==> config.mk <==
export PLATFORM = sky130hd
export DESIGN_NAME = controlador_reproducao_flat
export DESIGN_NICKNAME = d
export VERILOG_FILES = /design/src/rtl/controlador_reproducao_pkg.sv /design/src/rtl/controlador_reproducao_if.sv /design/src/rtl/controlador_reproducao_detector_borda.sv /design/src/rtl/controlador_reproducao.sv /design/src/flat_wrapper.sv
export SDC_FILE = /design/constraint.sdc
export NUM_CORES = 1
export LEC_CHECK = 0
export ABC_AREA = 1
export CAP_MARGIN = 40
export CORE_MARGIN = 5
export CORE_UTILIZATION = 56
export CTS_CLUSTER_SIZE = 14
export DETAILED_ROUTE_END_ITERATION = 10
export PLACE_DENSITY = 0.92
export SLEW_MARGIN = 40
export SYNTH_ARGS = -nofsm -noshare
export SYNTH_HDL_FRONTEND = slang
export SYNTH_SLANG_ARGS = --single-unit
==> constraint.sdc <==
create_clock -name clk -period 3.63 [get_ports clk]
set_clock_uncertainty 0.15 [all_clocks]
set_input_delay 0.726 -clock clk [delete_from_list [all_inputs] [get_ports clk]]
set_output_delay 0.726 -clock clk [all_outputs]
set_load 0.05 [all_outputs]
==> src/rtl/controlador_reproducao_pkg.sv <==
// -----------------------------------------------------------------------------
// controlador_reproducao_pkg
// Shared definitions for the playback sequencer:
//   estado_t     - FSM state encodings
//   cmd_t        - pending-command IDs (CMD_NONE..CMD_VOLTA_10S)
//   SEEK_10/30   - seek magnitudes in seconds (signed, 9 bits)
//   arbitra()    - fixed-priority pick among same-cycle button edges
//   seek_de()    - signed seek amount for a seek command
// -----------------------------------------------------------------------------
package controlador_reproducao_pkg;

   typedef enum logic [2:0] {
      ST_IDLE,
      ST_PLAY,
      ST_FETCH,
      ST_CHECK,
      ST_SEEK,
      ST_SWITCH
   } estado_t;

   typedef enum logic [2:0] {
      CMD_NONE,
      CMD_PROX,
      CMD_PREV,
      CMD_PASSA_30S,
      CMD_VOLTA_30S,
      CMD_PASSA_10S,
      CMD_VOLTA_10S
   } cmd_t;

   localparam logic signed [8:0] SEEK_10 = 9'sd10;
   localparam logic signed [8:0] SEEK_30 = 9'sd30;

   // Edge vector order: [5]=prox [4]=prev [3]=passa_30s [2]=volta_30s
   // [1]=passa_10s [0]=volta_10s. Highest set bit wins; the rest are lost.
   function automatic cmd_t arbitra(input logic [5:0] edges);
      if (edges[5])      return CMD_PROX;
      else if (edges[4]) return CMD_PREV;
      else if (edges[3]) return CMD_PASSA_30S;
      else if (edges[2]) return CMD_VOLTA_30S;
      else if (edges[1]) return CMD_PASSA_10S;
      else if (edges[0]) return CMD_VOLTA_10S;
      else               return CMD_NONE;
   endfunction

   function automatic logic signed [8:0] seek_de(input cmd_t cmd);
      case (cmd)
         CMD_PASSA_30S: return SEEK_30;
         CMD_VOLTA_30S: return -SEEK_30;
         CMD_PASSA_10S: return SEEK_10;
         CMD_VOLTA_10S: return -SEEK_10;
         default:       return 9'sd0;
      endcase
   endfunction

endpackage

==> src/rtl/controlador_reproducao_if.sv <==
// -----------------------------------------------------------------------------
// controlador_reproducao_if
// Bundle between the user buttons / ROM_musicas datapath and the sequencer.
//   Buttons (levels)   : btn_play_pause, btn_prox, btn_prev,
//                        btn_passa_10s, btn_volta_10s, btn_passa_30s, btn_volta_30s
//   ROM                : rom_data[7:0]
//   Status / pulses    : playing, sample_tick, sample_out[7:0], sample_valid,
//                        cmd_seek, seek_amount[8:0] (signed), cmd_prox, cmd_prev,
//                        track_start, busy
// Modports: slave  = the sequencer (consumes buttons/ROM, drives commands)
//           master = the environment (drives buttons/ROM, observes commands)
// -----------------------------------------------------------------------------
interface controlador_reproducao_if;

   logic                btn_play_pause;
   logic                btn_prox;
   logic                btn_prev;
   logic                btn_passa_10s;
   logic                btn_volta_10s;
   logic                btn_passa_30s;
   logic                btn_volta_30s;
   logic [7:0]          rom_data;

   logic                playing;
   logic                sample_tick;
   logic [7:0]          sample_out;
   logic                sample_valid;
   logic                cmd_seek;
   logic signed [8:0]   seek_amount;
   logic                cmd_prox;
   logic                cmd_prev;
   logic                track_start;
   logic                busy;

   modport slave (
      input  btn_play_pause, btn_prox, btn_prev, btn_passa_10s, btn_volta_10s,
             btn_passa_30s, btn_volta_30s, rom_data,
      output playing, sample_tick, sample_out, sample_valid, cmd_seek,
             seek_amount, cmd_prox, cmd_prev, track_start, busy
   );

   modport master (
      output btn_play_pause, btn_prox, btn_prev, btn_passa_10s, btn_volta_10s,
             btn_passa_30s, btn_volta_30s, rom_data,
      input  playing, sample_tick, sample_out, sample_valid, cmd_seek,
             seek_amount, cmd_prox, cmd_prev, track_start, busy
   );

endinterface

==> src/rtl/controlador_reproducao_detector_borda.sv <==
// -----------------------------------------------------------------------------
// detector_borda
// Registered rising-edge detector for one button level.
//   clk    in  system clock
//   reset  in  synchronous, active-low reset
//   btn_i  in  button level, synchronous to clk
//   edge_o out high in the first cycle btn_i is high (btn_i & ~history)
// History resets to 1 so a button held through reset never produces an edge.
// -----------------------------------------------------------------------------
module detector_borda (
   input  logic clk,
   input  logic reset,
   input  logic btn_i,
   output logic edge_o
);

   logic btn_q;

   // NOTE: sequential state uses non-blocking (<=) so every register samples
   // pre-edge values; blocking here would create order-dependent races.
   always_ff @(posedge clk) begin
      if (!reset) btn_q <= 1'b1;
      else        btn_q <= btn_i;
   end

   assign edge_o = btn_i & ~btn_q;

endmodule

==> src/rtl/controlador_reproducao.sv <==
// -----------------------------------------------------------------------------
// controlador_reproducao
// Playback sequencer for the music player: turns button levels into
// single-cycle commands, arbitrates them through a 1-entry pending slot,
// paces ROM fetches with a prescaler and detects the end-of-track marker.
//   clk    in  system clock
//   reset  in  synchronous, active-low reset
//   bus    controlador_reproducao_if.slave (buttons, rom_data, commands, status)
// Parameters: CLK_DIV (PLAY cycles per sample tick), ROM_LAT (address-to-data
// latency), END_MARK (end-of-track ROM word).
// Build option: define AUTO_ADVANCE_EN to jump to the next track (and keep
// playing) on the end marker; by default the end marker rewinds and pauses.
// Command/sample pulses are decoded in the cycle the FSM takes the decision,
// so sample_out and seek_amount present their new value alongside the pulse.
// -----------------------------------------------------------------------------
module controlador_reproducao #(
   parameter int unsigned CLK_DIV  = 6250,
   parameter int unsigned ROM_LAT  = 1,
   parameter logic [7:0]  END_MARK = 8'hFF
) (
   input logic                     clk,
   input logic                     reset,
   controlador_reproducao_if.slave bus
);

   import controlador_reproducao_pkg::*;

   localparam int unsigned PRESC_W = $clog2(CLK_DIV + 1);
   localparam int unsigned WAIT_W  = $clog2(ROM_LAT + 2);

   localparam logic [PRESC_W-1:0] PRESC_TOP   = PRESC_W'(CLK_DIV - 1);
   localparam logic [WAIT_W-1:0]  WAIT_ROM    = WAIT_W'(ROM_LAT - 1);
   localparam logic [WAIT_W-1:0]  WAIT_SWITCH = WAIT_W'(ROM_LAT);

   // Edge vector: [6]=prox [5]=prev [4]=passa_30s [3]=volta_30s
   // [2]=passa_10s [1]=volta_10s [0]=play_pause
   logic [6:0] btn_vec;
   logic [6:0] edge_vec;

   assign btn_vec = {bus.btn_prox, bus.btn_prev, bus.btn_passa_30s,
                     bus.btn_volta_30s, bus.btn_passa_10s, bus.btn_volta_10s,
                     bus.btn_play_pause};

   for (genvar i = 0; i < 7; i++) begin : g_borda
      detector_borda u_borda (
         .clk    (clk),
         .reset  (reset),
         .btn_i  (btn_vec[i]),
         .edge_o (edge_vec[i])
      );
   end

   estado_t                 state_q,   state_d;
   cmd_t                    pend_q,    pend_d;
   logic [PRESC_W-1:0]      presc_q,   presc_d;
   logic [WAIT_W-1:0]       wait_q,    wait_d;
   logic                    playing_q, playing_d;
   logic [7:0]              sample_q,  sample_d;
   logic signed [8:0]       seek_q,    seek_d;

   logic tick_p, valid_p, seek_p, prox_p, prev_p, start_p;
   logic ocioso;

   assign ocioso = (state_q == ST_IDLE) || (state_q == ST_PLAY);

   always_ff @(posedge clk) begin
      if (!reset) begin
         state_q   <= ST_IDLE;
         pend_q    <= CMD_NONE;
         presc_q   <= '0;
         wait_q    <= '0;
         playing_q <= 1'b0;
         sample_q  <= '0;
         seek_q    <= '0;
      end else begin
         state_q   <= state_d;
         pend_q    <= pend_d;
         presc_q   <= presc_d;
         wait_q    <= wait_d;
         playing_q <= playing_d;
         sample_q  <= sample_d;
         seek_q    <= seek_d;
      end
   end

   // NOTE: every signal written below gets a default first, so no path
   // through the block leaves it unassigned and no latch is inferred.
   always_comb begin
      state_d   = state_q;
      pend_d    = pend_q;
      presc_d   = presc_q;
      wait_d    = wait_q;
      playing_d = playing_q;
      sample_d  = sample_q;
      seek_d    = seek_q;
      tick_p    = 1'b0;
      valid_p   = 1'b0;
      seek_p    = 1'b0;
      prox_p    = 1'b0;
      prev_p    = 1'b0;
      start_p   = 1'b0;

      // While reset is low nothing is issued; registers clear at the edge.
      if (reset) begin
         if (edge_vec[0]) playing_d = ~playing_q;

         // Slot accepts a new winner only when empty; otherwise edges are lost.
         if (pend_q == CMD_NONE) pend_d = arbitra(edge_vec[6:1]);

         if (ocioso && (pend_q != CMD_NONE)) begin
            // Dispatch takes the cycle, so PLAY neither counts nor ticks here.
            pend_d = CMD_NONE;
            case (pend_q)
               CMD_PROX, CMD_PREV: begin
                  prox_p  = (pend_q == CMD_PROX);
                  prev_p  = (pend_q == CMD_PREV);
                  start_p = 1'b1;
                  presc_d = '0;
                  wait_d  = WAIT_SWITCH;
                  state_d = ST_SWITCH;
               end
               default: begin
                  seek_p  = 1'b1;
                  seek_d  = seek_de(pend_q);
                  wait_d  = WAIT_ROM;
                  state_d = ST_SEEK;
               end
            endcase
         end else begin
            case (state_q)
               ST_IDLE: begin
                  if (playing_q) state_d = ST_PLAY;
               end
               ST_PLAY: begin
                  // Pause keeps the prescaler so resume continues mid-count.
                  if (!playing_q) begin
                     state_d = ST_IDLE;
                  end else if (presc_q == PRESC_TOP) begin
                     presc_d = '0;
                     tick_p  = 1'b1;
                     wait_d  = WAIT_ROM;
                     state_d = ST_FETCH;
                  end else begin
                     presc_d = presc_q + 1'b1;
                  end
               end
               ST_FETCH: begin
                  if (wait_q == '0) state_d = ST_CHECK;
                  else              wait_d  = wait_q - 1'b1;
               end
               ST_CHECK: begin
                  if (bus.rom_data == END_MARK) begin
                     start_p = 1'b1;
                     presc_d = '0;
                     wait_d  = WAIT_SWITCH;
                     state_d = ST_SWITCH;
`ifdef AUTO_ADVANCE_EN
                     prox_p  = 1'b1;
`else
                     // A same-cycle play_pause toggle still takes precedence.
                     if (!edge_vec[0]) playing_d = 1'b0;
`endif
                  end else begin
                     valid_p  = 1'b1;
                     sample_d = bus.rom_data;
                     state_d  = playing_q ? ST_PLAY : ST_IDLE;
                  end
               end
               ST_SEEK, ST_SWITCH: begin
                  if (wait_q == '0) state_d = playing_q ? ST_PLAY : ST_IDLE;
                  else              wait_d  = wait_q - 1'b1;
               end
               default: state_d = ST_IDLE;
            endcase
         end
      end
   end

   assign bus.playing      = playing_q;
   assign bus.sample_tick  = tick_p;
   assign bus.sample_valid = valid_p;
   assign bus.sample_out   = sample_d;
   assign bus.cmd_seek     = seek_p;
   assign bus.seek_amount  = seek_d;
   assign bus.cmd_prox     = prox_p;
   assign bus.cmd_prev     = prev_p;
   assign bus.track_start  = start_p;
   assign bus.busy         = !ocioso || (pend_q != CMD_NONE);

endmodule
==> src/flat_wrapper.sv <==
// flat-port wrapper written by rule: the top's interface ports become plain ports
module controlador_reproducao_flat import controlador_reproducao_pkg::*;
#(
   parameter int unsigned CLK_DIV  = 6250,
   parameter int unsigned ROM_LAT  = 1,
   parameter logic [7:0]  END_MARK = 8'hFF
)
  (clk, reset, bus_btn_play_pause, bus_btn_prox, bus_btn_prev, bus_btn_passa_10s, bus_btn_volta_10s, bus_btn_passa_30s, bus_btn_volta_30s, bus_rom_data, bus_playing, bus_sample_tick, bus_sample_out, bus_sample_valid, bus_cmd_seek, bus_seek_amount, bus_cmd_prox, bus_cmd_prev, bus_track_start, bus_busy);
  controlador_reproducao_if bus_i ();
  input logic clk;
  input logic reset;
  input wire logic [$bits(bus_i.btn_play_pause)-1:0] bus_btn_play_pause;
  input wire logic [$bits(bus_i.btn_prox)-1:0] bus_btn_prox;
  input wire logic [$bits(bus_i.btn_prev)-1:0] bus_btn_prev;
  input wire logic [$bits(bus_i.btn_passa_10s)-1:0] bus_btn_passa_10s;
  input wire logic [$bits(bus_i.btn_volta_10s)-1:0] bus_btn_volta_10s;
  input wire logic [$bits(bus_i.btn_passa_30s)-1:0] bus_btn_passa_30s;
  input wire logic [$bits(bus_i.btn_volta_30s)-1:0] bus_btn_volta_30s;
  input wire logic [$bits(bus_i.rom_data)-1:0] bus_rom_data;
  output wire logic [$bits(bus_i.playing)-1:0] bus_playing;
  output wire logic [$bits(bus_i.sample_tick)-1:0] bus_sample_tick;
  output wire logic [$bits(bus_i.sample_out)-1:0] bus_sample_out;
  output wire logic [$bits(bus_i.sample_valid)-1:0] bus_sample_valid;
  output wire logic [$bits(bus_i.cmd_seek)-1:0] bus_cmd_seek;
  output wire logic [$bits(bus_i.seek_amount)-1:0] bus_seek_amount;
  output wire logic [$bits(bus_i.cmd_prox)-1:0] bus_cmd_prox;
  output wire logic [$bits(bus_i.cmd_prev)-1:0] bus_cmd_prev;
  output wire logic [$bits(bus_i.track_start)-1:0] bus_track_start;
  output wire logic [$bits(bus_i.busy)-1:0] bus_busy;
  assign bus_i.btn_play_pause = bus_btn_play_pause;
  assign bus_i.btn_prox = bus_btn_prox;
  assign bus_i.btn_prev = bus_btn_prev;
  assign bus_i.btn_passa_10s = bus_btn_passa_10s;
  assign bus_i.btn_volta_10s = bus_btn_volta_10s;
  assign bus_i.btn_passa_30s = bus_btn_passa_30s;
  assign bus_i.btn_volta_30s = bus_btn_volta_30s;
  assign bus_i.rom_data = bus_rom_data;
  assign bus_playing = bus_i.playing;
  assign bus_sample_tick = bus_i.sample_tick;
  assign bus_sample_out = bus_i.sample_out;
  assign bus_sample_valid = bus_i.sample_valid;
  assign bus_cmd_seek = bus_i.cmd_seek;
  assign bus_seek_amount = bus_i.seek_amount;
  assign bus_cmd_prox = bus_i.cmd_prox;
  assign bus_cmd_prev = bus_i.cmd_prev;
  assign bus_track_start = bus_i.track_start;
  assign bus_busy = bus_i.busy;
  controlador_reproducao #(.CLK_DIV(CLK_DIV), .ROM_LAT(ROM_LAT), .END_MARK(END_MARK)) u_core (.clk(clk), .reset(reset), .bus(bus_i));
endmodule
==> summary.md <==
| Metric | Value |
|---|---|
| Num Clock Sinks | 46 |
| WL final | 6000 um |
| Pwr Density | 596 nW/um^2 |
| Initial antenna violation count | 0 |
| Antenna viol nets, final | 0 |
| WHS | roughly 0.29 ns |
| First-pass GRT wire length | ~10000 um |
| Hold Vio Cnt, Final | 0 |
| Crit Path Class | in2out |
| RSZ-0062 raised after global routing | no |
| Adder-cell share of the synthesized area | 0.0191 |
| Synth Cell Area | 2620 um^2 |
| H-tree lvl count | 2 |
| Xor and xnor area share after synthesis | 0.00669 |
| Slew @ Worst Pin | 0.490 ns |
| Synth-to-Final Area Change | 28.0% |
| Worst-path fanout max | 16 |
| Mux contribution to synthesized area | 0 |
| Setup TNS | 0 ns |
| CTS max path bufs | 2 |
| Via count | ~2.6k |
| Cts repair resizes | 0 |
| # hold bufs at CTS | 0 |
| Yosys warns | 0 |
| HPWL after detailed placement | 4630 um |
| Final worst path period share | 0.900 |
| Die width | roughly 80 um |
| Fin. max-slew vios | 0 |
| Max VDD drop | 0.401 mV |
| Largest family of logic cells by synthesized area | simple AND/OR/NAND/NOR gates |
| CTS tree | done |
| CP bufs+invs | 3 |
| RD Place Congestion | 0.908 |
| Slowest CP cell | clkdlybuf4s50_1 |
| Setup violations, final | 0 |
| Tightest Hold Check Type | reg2reg |
| CP Launch Type | input pin |
| Critical Path RT | around 2.8 ns |
| Nets | 469 |
| Syn Area/Cell | roughly 6.4 um^2 |
| Worst setup margin | around 0.36 ns |
| Worst slack, placed | around 0.35 ns |
| Seq/Total Area, Yosys | 0.352 |
| Die Ht | around 80 um |
| Ratio of cells with drive above 1 in the final layout | 0.141 |
| Complex-gate fraction of the synthesized area | 0.151 |
| Number of synthesized register bits | 46 |
| IO Pins | 42 |
| DR vias/cell | 5.28 |
| Die ar. | ~6100 um^2 |
| Maxcap violations | 0 |
| Status | complete, no violations |
| Post-Route Utilization | 0.754 |
| Synth cell types | 29 |
| Vias in the first global route | between 2k and 2.5k |
| Clk slew on worst S/H paths | 0.08 ns |
| Initial Util | 0.589 |
| Relative slew margins | 0.672 |
| Largest net degree at the start of global routing | 27 |
| DR WL/cell | 12.0 um |
| Drt drc | 0 |
| Root Driver | clkbuf_8 |
| Minimum clock period | 3.27 ns |
| Worst path cell trace | clkdlybuf4s50_1 -> nand2_1 -> nor2_1 -> nand2_1 -> nand2_4 -> nor2_1 -> inv_2 -> o21ai_2 -> buf_12 |
| Port-buffer cells | 41 |
| Total gr overflow | 0 |
| Mapped Cells | 406 |
| Lkg Pwr | 1.43 nW |
| Row cnt | 24 |
| Total track usage | 0.201 |
| Core area | 4440 um^2 |
| CP top delay family | buffers and inverters |
| Drt first pass iters | 5 |
| Syn_nets | 427 |
| CP endpoint kind | output port |
| Max stage delay on crit path | roughly 0.42 ns |
| Worst-skew pair later-pin latency | 0.31 ns |
| Drt first-iter violations | 149 |
| Fmax achieved | 0.306 GHz |
| Synth Area in Simple Gates | 0.357 |
| Setup bufs post-CTS | 0 |
| TritonCTS buffer count | 5 |
| Crit path DAT | 2.39 ns |
| N_diodes | 0 |
-- cell usage in the layout (no fill, tap or decap) --
cell type        Yosys  layout
a21oi_1             21      21
o21ai_0             35      35
nor2_1              55      54
o211ai_1             2       2
o21ai_2              8       8
nor2_8               1       1
nor3_1               7       7
buf_4                0       3
nor2_4               1       1
ha_1                 4       4
nand2_2              5       5
nand2_1            106     106
clkbuf_8             0       5
xnor2_1              1       1
buf_12               0      22
o22ai_1              1       1
inv_1               58      58
nand3_2              1       1
inv_2                6       6
nand3_1             21      21
nand2_4              6       6
or2_2                2       2
nand4_1              5       5
xor2_1               1       1
clkdlybuf4s50_1      0      18
clkinv_1             1       1
nor2_2               1       2
dfxtp_1             46      46
a21oi_2              1       1
o31ai_1              2       2
clkbuf_1             3       2
-- cells by family (layout without fill, tap and decap cells) --
group | Yosys count | in the layout
AO/OA/AOI/OAI | 70 | 70
XOR/XNOR | 2 | 2
adder cells (fa/ha/maj) | 4 | 4
buffers and inverters | 73 | 115
flip-flops | 46 | 46
AND/OR/NAND/NOR | 211 | 211
-- cell usage after synthesis --
master | count | share of area
inv_1 | 58 | 0.083
nand3_2 | 1 | 0.0038
or2_2 | 2 | 0.0048
a21oi_1 | 21 | 0.040
dfxtp_1 | 46 | 0.35
buf_6 | 3 | 0.013
o211ai_1 | 2 | 0.0057
nand4_1 | 5 | 0.012
nor3_1 | 7 | 0.013
nand2_4 | 6 | 0.026
o22ai_1 | 1 | 0.0024
o21ai_0 | 35 | 0.067
nand2_1 | 106 | 0.15
nor2_4 | 1 | 0.0043
nand3_1 | 21 | 0.040
o21ai_2 | 8 | 0.027
xnor2_1 | 1 | 0.0033
clkbuf_1 | 3 | 0.0043
ha_1 | 4 | 0.019
buf_2 | 2 | 0.0038
clkinv_1 | 1 | 0.0014
nor2_1 | 55 | 0.079
a21oi_2 | 1 | 0.0033
xor2_1 | 1 | 0.0033
inv_2 | 6 | 0.0086
o31ai_1 | 2 | 0.0057
nand2_2 | 5 | 0.012
nor2_8 | 1 | 0.0076
nor2_2 | 1 | 0.0024
-- layout make-up --
cell class	instances	area (um^2)
clock buffers	7	76.3
fillers	339	1090
inverters	65	244
multi-input cells	287	1400
flip-flops and latches	46	921
well taps	52	65.1
repair buffers	43	643
-- routing by layer --
layer	global-route usage	wire, um
met4	0.0944	157
met5	0	0
met3	0.0355	363
met2	0.344	2830
met1	0.246	2650
-- final timing paths --
check	startpoint	endpoint	slack (ns)	cells past startpoint
max	bus_rom_data[1]	bus_sample_out[1]	0.36	9
max reg2reg	u_core.state_q[2]	u_core.bus.playing	1.69	8
min	u_core.seek_q[0]	u_core.seek_q[0]	0.29	2
min reg2reg	u_core.seek_q[0]	u_core.seek_q[0]	0.29	2
-- power by group --
| group | switching [mW] | internal (mW) | total, mW |
|---|---|---|---|
| registers | 0.0535 | 0.565 | 0.618 |
| logic | 0.695 | 0.385 | 1.08 |
| clock network | 0.164 | 0.133 | 0.296 |
-- registers in the layout, indices dropped and copies added, names as in the netlist --
signal	flops
u_core.state_q	3
u_core.pend_q	3
u_core.bus.playing	1
u_core.presc_q	13
u_core.wait_q	2
u_core.sample_q	8
u_core.seek_q	9
u_core.g_borda.u_borda.btn_q	7
-- metrics by stage --
stage                     power, mW  instance area, um^2  cells
after CTS                      1.99                 3350    500
final                          1.99                 3350    500
after global routing           2.13                 3350    500
after floorplan                1.40                 2620    406
after detailed placement       1.70                 3270    493
after global placement         1.66                 3270    493
-- worst reg2reg max path, delay by kind of cell (launching register included) --
kind	cells	cell delay, ns
buffers and inverters	3	0.47
DFF	1	0.37
and+or+nand+nor	3	0.60
AOI/OAI and AO/OA	2	0.23
Power figures use the tool's default switching activity.
